<file path="config.mk">
export PLATFORM = sky130hd
export DESIGN_NAME = alu_exec_ctrl
export DESIGN_NICKNAME = d
export VERILOG_FILES = /design/src/rtl/alu_exec_ctrl.sv
export SDC_FILE = /design/constraint.sdc
export NUM_CORES = 1
export LEC_CHECK = 0
export CAP_MARGIN = 30
export CORE_MARGIN = 1.5
export CORE_UTILIZATION = 44
export CTS_BUF_LIST = sky130_fd_sc_hd__clkbuf_4
export DETAILED_ROUTE_END_ITERATION = 12
export PLACE_DENSITY = 0.81
export SLEW_MARGIN = 10
export SYNTH_ARGS = -nofsm -noshare
export SYNTH_HDL_FRONTEND = slang
export SYNTH_SLANG_ARGS = --single-unit
</file>
<file path="constraint.sdc">
create_clock -name clk_in -period 3.2 [get_ports clk_in]
set_clock_uncertainty 0.1 [all_clocks]
set_input_delay 0.64 -clock clk_in [delete_from_list [all_inputs] [get_ports clk_in]]
set_output_delay 0.64 -clock clk_in [all_outputs]
set_load 0.05 [all_outputs]
</file>
<file path="src/rtl/alu_exec_ctrl.sv">
// alu_exec_ctrl: multi-cycle RV32I OP/OP-IMM execute sequencer driving regfile reads, ALU controls and writeback
module alu_exec_ctrl #(
  parameter int ALU_LAT = 1
) (
  input  logic        clk_in,
  input  logic        rst_n_in,
  input  logic        instr_valid_in,
  output logic        instr_ready_out,
  input  logic [31:0] instr_in,
  output logic [4:0]  rs1_addr_out,
  output logic [4:0]  rs2_addr_out,
  output logic        imm_sel_out,
  output logic [11:0] imm_value_out,
  output logic [3:0]  alu_op_out,
  input  logic [31:0] alu_result_in,
  output logic        rd_we_out,
  output logic [4:0]  rd_addr_out,
  output logic [31:0] rd_data_out,
  output logic        illegal_out,
  output logic        busy_out
);
  typedef enum logic [2:0] {IDLE, READ, EXEC, WB, TRAP} state_t;
  state_t      state_q, state_d;
  logic [3:0]  cnt_q, cnt_d;
  logic [31:0] instr_q, instr_d, rd_data_q, rd_data_d;
  logic [4:0]  rd_addr_q, rd_addr_d;
  logic [2:0]  in_f3;
  logic [6:0]  in_f7;
  logic        legal, accept, last, in_ex, is_opi;
  assign in_f3 = instr_in[14:12];
  assign in_f7 = instr_in[31:25];
  assign legal = instr_in[6:0] == 7'b0110011 ? (in_f7 == 7'h00 || (in_f7 == 7'h20 && (in_f3 == 3'b000 || in_f3 == 3'b101))) :
                 instr_in[6:0] == 7'b0010011 ? (in_f3 == 3'b001 ? in_f7 == 7'h00 :
                                                in_f3 == 3'b101 ? (in_f7 == 7'h00 || in_f7 == 7'h20) : 1'b1) : 1'b0;
  assign instr_ready_out = rst_n_in && state_q == IDLE;
  assign accept = instr_valid_in && instr_ready_out;
  assign last = cnt_q == 4'(ALU_LAT - 1);
  assign in_ex = state_q == EXEC;
  assign is_opi = instr_q[6:0] == 7'b0010011;
  always_comb begin
    instr_d = accept ? instr_in : instr_q;
    state_d = state_q == IDLE ? (accept ? (legal ? READ : TRAP) : IDLE) :
              state_q == READ ? EXEC :
              state_q == EXEC ? (last ? WB : EXEC) : IDLE;
    cnt_d = in_ex && !last ? cnt_q + 4'd1 : 4'd0;
    rd_data_d = in_ex && last ? alu_result_in : rd_data_q;
    rd_addr_d = in_ex && last ? instr_q[11:7] : rd_addr_q;
  end
  always_ff @(posedge clk_in) begin
    if (!rst_n_in) begin
      state_q <= IDLE;
      cnt_q <= '0;
      instr_q <= '0;
      rd_data_q <= '0;
      rd_addr_q <= '0;
    end else begin
      state_q <= state_d;
      cnt_q <= cnt_d;
      instr_q <= instr_d;
      rd_data_q <= rd_data_d;
      rd_addr_q <= rd_addr_d;
    end
  end
  assign rs1_addr_out = state_q == READ || in_ex ? instr_q[19:15] : '0;
  assign rs2_addr_out = state_q == READ || in_ex ? instr_q[24:20] : '0;
  assign imm_sel_out = in_ex && is_opi;
  assign imm_value_out = imm_sel_out ? instr_q[31:20] : '0;
  assign alu_op_out = in_ex ? {instr_q[30] && (!is_opi || instr_q[14:12] == 3'b101), instr_q[14:12]} : '0;
  assign rd_we_out = state_q == WB && rd_addr_q != 5'd0;
  assign rd_addr_out = rd_addr_q;
  assign rd_data_out = rd_data_q;
  assign illegal_out = state_q == TRAP;
  assign busy_out = state_q != IDLE;
endmodule

</file>
Word level (Yosys, flattened, before mapping):

Index checks and enable logic that the tools add are counted.

* bits in registers: 76
* logic and storage cells: 53

* add/subtract/negate cells: 1
* mux-type cells: 14
* eq/ne operators: 11
* reduce and logical (&&, ||, !) cells: 22

Operators with widths (number)
* equality test 7 x 5 -> 1 bit, second input constant: 2
* equality test 7 x 6 -> 1 bit, second input constant: 2
* 2-to-1 mux 12 bit: 1
* 2-to-1 mux 5 bit: 2
* equality test 3 bit, second input constant: 3
* 2-to-1 mux 3 bit: 3
* logical AND 1 bit: 8
* zero test 7 bit: 1
* equality test 3 x 1 -> 1 bit, second input constant: 2
* equality test 3 x 2 -> 1 bit, second input constant: 2
* zero test 3 bit: 2
* logical OR 1 bit: 5
* 2-to-1 mux 1 bit: 5
* nonzero test 5 bit: 1
* adder 4 x 1 -> 4 bit, second input constant: 1
* zero test 4 bit: 1
* 2-to-1 mux 2 bit: 2
* 2-to-1 mux 4 bit: 1
* nonzero test 3 bit: 1
* zero test 1 bit: 2
* AND reduction 2 bit: 1

Longest topological paths before layout:

* depth in word-level cells: 9
* depth in mapped cells: 7

Least setup slack after synthesis:

No wires, ideal clock.

* path kind: register to output
* start point: register rd_addr_q[0] (netlist: rd_addr_out[0])
* end point: output rd_we_out
* cell stages (with the launch flop): 4
* buffers on the path: 0
* arrival time: 1.955 ns
* setup slack: 0.505 ns
* data required time: 2.460 ns
* path through: dfxtp_1 or4_1 nor2_1 nor3_1

* word-level cells in the longest chain between the ends: 2

Ends and longest elaborated chain
* start, declared: RTL line 26 `logic [4:0] rd_addr_q, rd_addr_d;`
* start signal, assigned: RTL line 61 `rd_addr_q <= rd_addr_d;`
* nonzero test 5 bit: RTL line 69 `assign rd_we_out = state_q == WB && rd_addr_q != 5'd0;`
* logical AND 1 bit: RTL line 69
* end, declared: RTL line 16 `output logic rd_we_out,`

No other way between the ends.

Worst setup path after layout:

* start point: register instr_q[3]
* end point: output imm_value_out[9]

* word-level cells in the longest chain between the ends: 3

Ends and longest elaborated chain
* start, declared: RTL line 25 `logic [31:0] instr_q, instr_d, rd_data_q, rd_data_d;`
* start signal, assigned: RTL line 59 `instr_q <= instr_d;`
* equality test 7 x 5 -> 1 bit: RTL line 39 `assign is_opi = instr_q[6:0] == 7'b0010011;`
* logical AND 1 bit: RTL line 66 `assign imm_sel_out = in_ex && is_opi;`
* 2-to-1 mux 12 bit: RTL line 67 `assign imm_value_out = imm_sel_out ? instr_q[31:20] : '0;`
* end, declared: RTL line 13 `output logic [11:0] imm_value_out,`

No other way between the ends.

==> metrics <==
H-tree levels 3; Post-Place Cells 595; FFs w/ async S/R, synth 0%; Ys Warns 0; CTS Buf Count 9; count of input and output buffers 134; flops & latches, synth 76; R2R depth 6; Die ar. 7550 µm²; Worst R2R Start state_q[1]$_SDFF_PP0_; die height 86.89 µm; fin nets 579; vias post-DR 2984; CP startpoint instr_q[3]$_SDFFE_PN0P_; I/O pin count 135; Routed Antenna Nets 0; Global Route Usage Sum 21.93%; DRC violations left 0; Worst EP arrival 2210 ps; final worst path period need 2951 ps; Core Region 6794 µm²; Syn Area/Cell 8.064 µm²; area of the mapped netlist slightly above 3000 µm²; PwrDens 413.3 nW/µm²; commonest cells after routing, fill and taps aside 142 x nand2_1, 116 x clkdlybuf4s50_1, 76 x dfxtp_1, 35 x nand3_1, 34 x a21boi_0; initial antenna violation count 0; CP max stage cell or4b_4; Fmax 0.3388 GHz; CP Capture Type output pin; post-synthesis sequential area ratio 49.13%; VDD IR-drop max ~0.24 mV; startpoint types register; Syn Nets 453; largest net degree at the start of global routing 64; Synth-to-Final Area Change 49.29%; r2r setup slk 840 ps; Ant. Diodes 0; HPWL reported at the end of detailed placement 5.758 mm; Pwr Total 0.001911 W; Syn Inst Count 384; CP Cell Sequence or4b_4, nor3_4, and3_2, buf_4; Setup TNS 0 ps; type of the most critical hold path register to register; Setup crit end imm_value_out[9]; num rows 30; R2R Path End rd_data_out[5]$_SDFFE_PN0P_; share of cells above drive strength 1 9.709%; Resized Gates After CTS 0; Clock Latency Late Sink ~420 ps; routability congestion estimate just under 0.8; Initial Util 45.58%; Final Hold Fails 0; Worst-path clk slew 130 ps; vias per cell 4.884; status finished, final reports clean; period utilisation layout between 90% and 100%; slowest stage delay, CP 550 ps; drt wl/cell about 13 µm; RSZ-0062 raised after global routing no; Slew headroom approximately half; clk buf depth 2; worst-margin pin slew 729.1 ps; Primary FF master, synth dfxtp_1; Final Cell Area 4623 µm²; Congestion Overflow GR 0; first-pass GRT wire length 13.01 mm; Final setup viols 0; Root Driver clkbuf_4; final WL between 8 and 9 mm; Die Wd a little under 90 µm; CTS sink count 76; critical path type register to output pin; Max-Cap Viols 0; Req. time, crit path 2460 ps; most common cell after layout, fill and taps aside nand2_1; CTS tree built; synth unique cells 36; Crit Path Max Fanout 14; Final Non-Filler Cells 611; Initial DRC Count 122; Leakage Power 1.875 nW; TritonRoute pass-1 iters 4; EDFF count, synth 0; Final Max Tran Viols 0; area post-placement around 4400 µm²; cts hold-fix bufs 0; setup bufs post-CTS 0; vias in the first global route 2836
## stage by stage
stage / hold slack [ps] / utilization (%) / setup WS (ps)
floorplan: 329.3 / - / 505.1
global placement: 335.4 / 65.29 / 656.3
detailed placement: 341.5 / 65.29 / 654.5
CTS: 359.4 / 68.05 / 240.4
global route: 380.7 / 68.05 / 136.7
finish: 356.3 / 68.05 / 248.8
## state kept, by name (all words and copies together), names as in the netlist
name / flops
rd_addr_out: 5
cnt_q: 4
rd_data_out: 32
state_q: 3
instr_q: 32
## kinds of logic after synthesis
family	Yosys count	synth area share, %
simple gates	230	34.26
flops	76	49.13
compound gates	43	10.34
buf+inv	30	4.606
xor+xnor	3	0.8486
fa+ha+maj	2	0.8080
## final cells by class
class	count	area (µm²)
timing repair buffer	141	1346
tap	96	120.1
sequential	76	1521
fill	555	2171
clock buffer	10	75.07
inverter	4	15.01
clock inverter	6	112.6
multi-input combinational	278	1433
## power breakdown
group          internal, W  switching, W  total, W
sequential        0.000976     0.0000175  0.000994
combinational     0.000103     0.0000722  0.000175
clock             0.000406      0.000336  0.000742
total              0.00149      0.000426   0.00191
## how the worst min path moves through the flow
stage / startpoint / endpoint / slack [ps] / cells after the start
after floorplan: instr_q[29]$_SDFFE_PN0P_ / instr_q[29]$_SDFFE_PN0P_ / 330 / 2
after global placement: instr_q[9]$_SDFFE_PN0P_ / rd_addr_out[2]$_SDFFE_PN0P_ / 340 / 2
after detailed placement: instr_q[19]$_SDFFE_PN0P_ / instr_q[19]$_SDFFE_PN0P_ / 340 / 2
after CTS: instr_q[19]$_SDFFE_PN0P_ / instr_q[19]$_SDFFE_PN0P_ / 360 / 2
after global routing: instr_q[4]$_SDFFE_PN0P_ / instr_q[4]$_SDFFE_PN0P_ / 380 / 2
final: instr_q[19]$_SDFFE_PN0P_ / instr_q[19]$_SDFFE_PN0P_ / 360 / 2
## routing by layer
layer	global-route usage, %	share of wire [%]	up-vias
met2	36.36	47	102
met1	26.85	43	1374
met5	0	0	-
met3	7.583	8.4	9
met4	6.598	0.99	0
li1	-	-	1499
## synthesized netlist by cell type, types with 2 or more instances
library cell	count	area share, %
nor3_1	2	0.32
or4_1	2	0.48
nand2_1	142	17
nor2_1	7	0.85
and3_2	4	0.97
nand3_1	35	5.7
xnor2_1	2	0.57
clkbuf_1	10	1.2
and2_1	16	3.2
buf_2	8	1.3
nor2b_1	3	0.61
buf_1	3	0.36
a21boi_0	34	8.2
ha_1	2	0.81
dfxtp_1	76	49
a21boi_1	3	0.73
buf_4	3	0.73
and3_1	11	2.2
inv_1	4	0.48
## worst max-delay path, delay by kind of cell (launching register included)
kind / cells / cell delay [ps]
buffers and inverters: 1 / 200
and+or+nand+nor: 3 / 1260
DFF: 1 / 340
No activity file was read; power rests on OpenSTA's default activity.
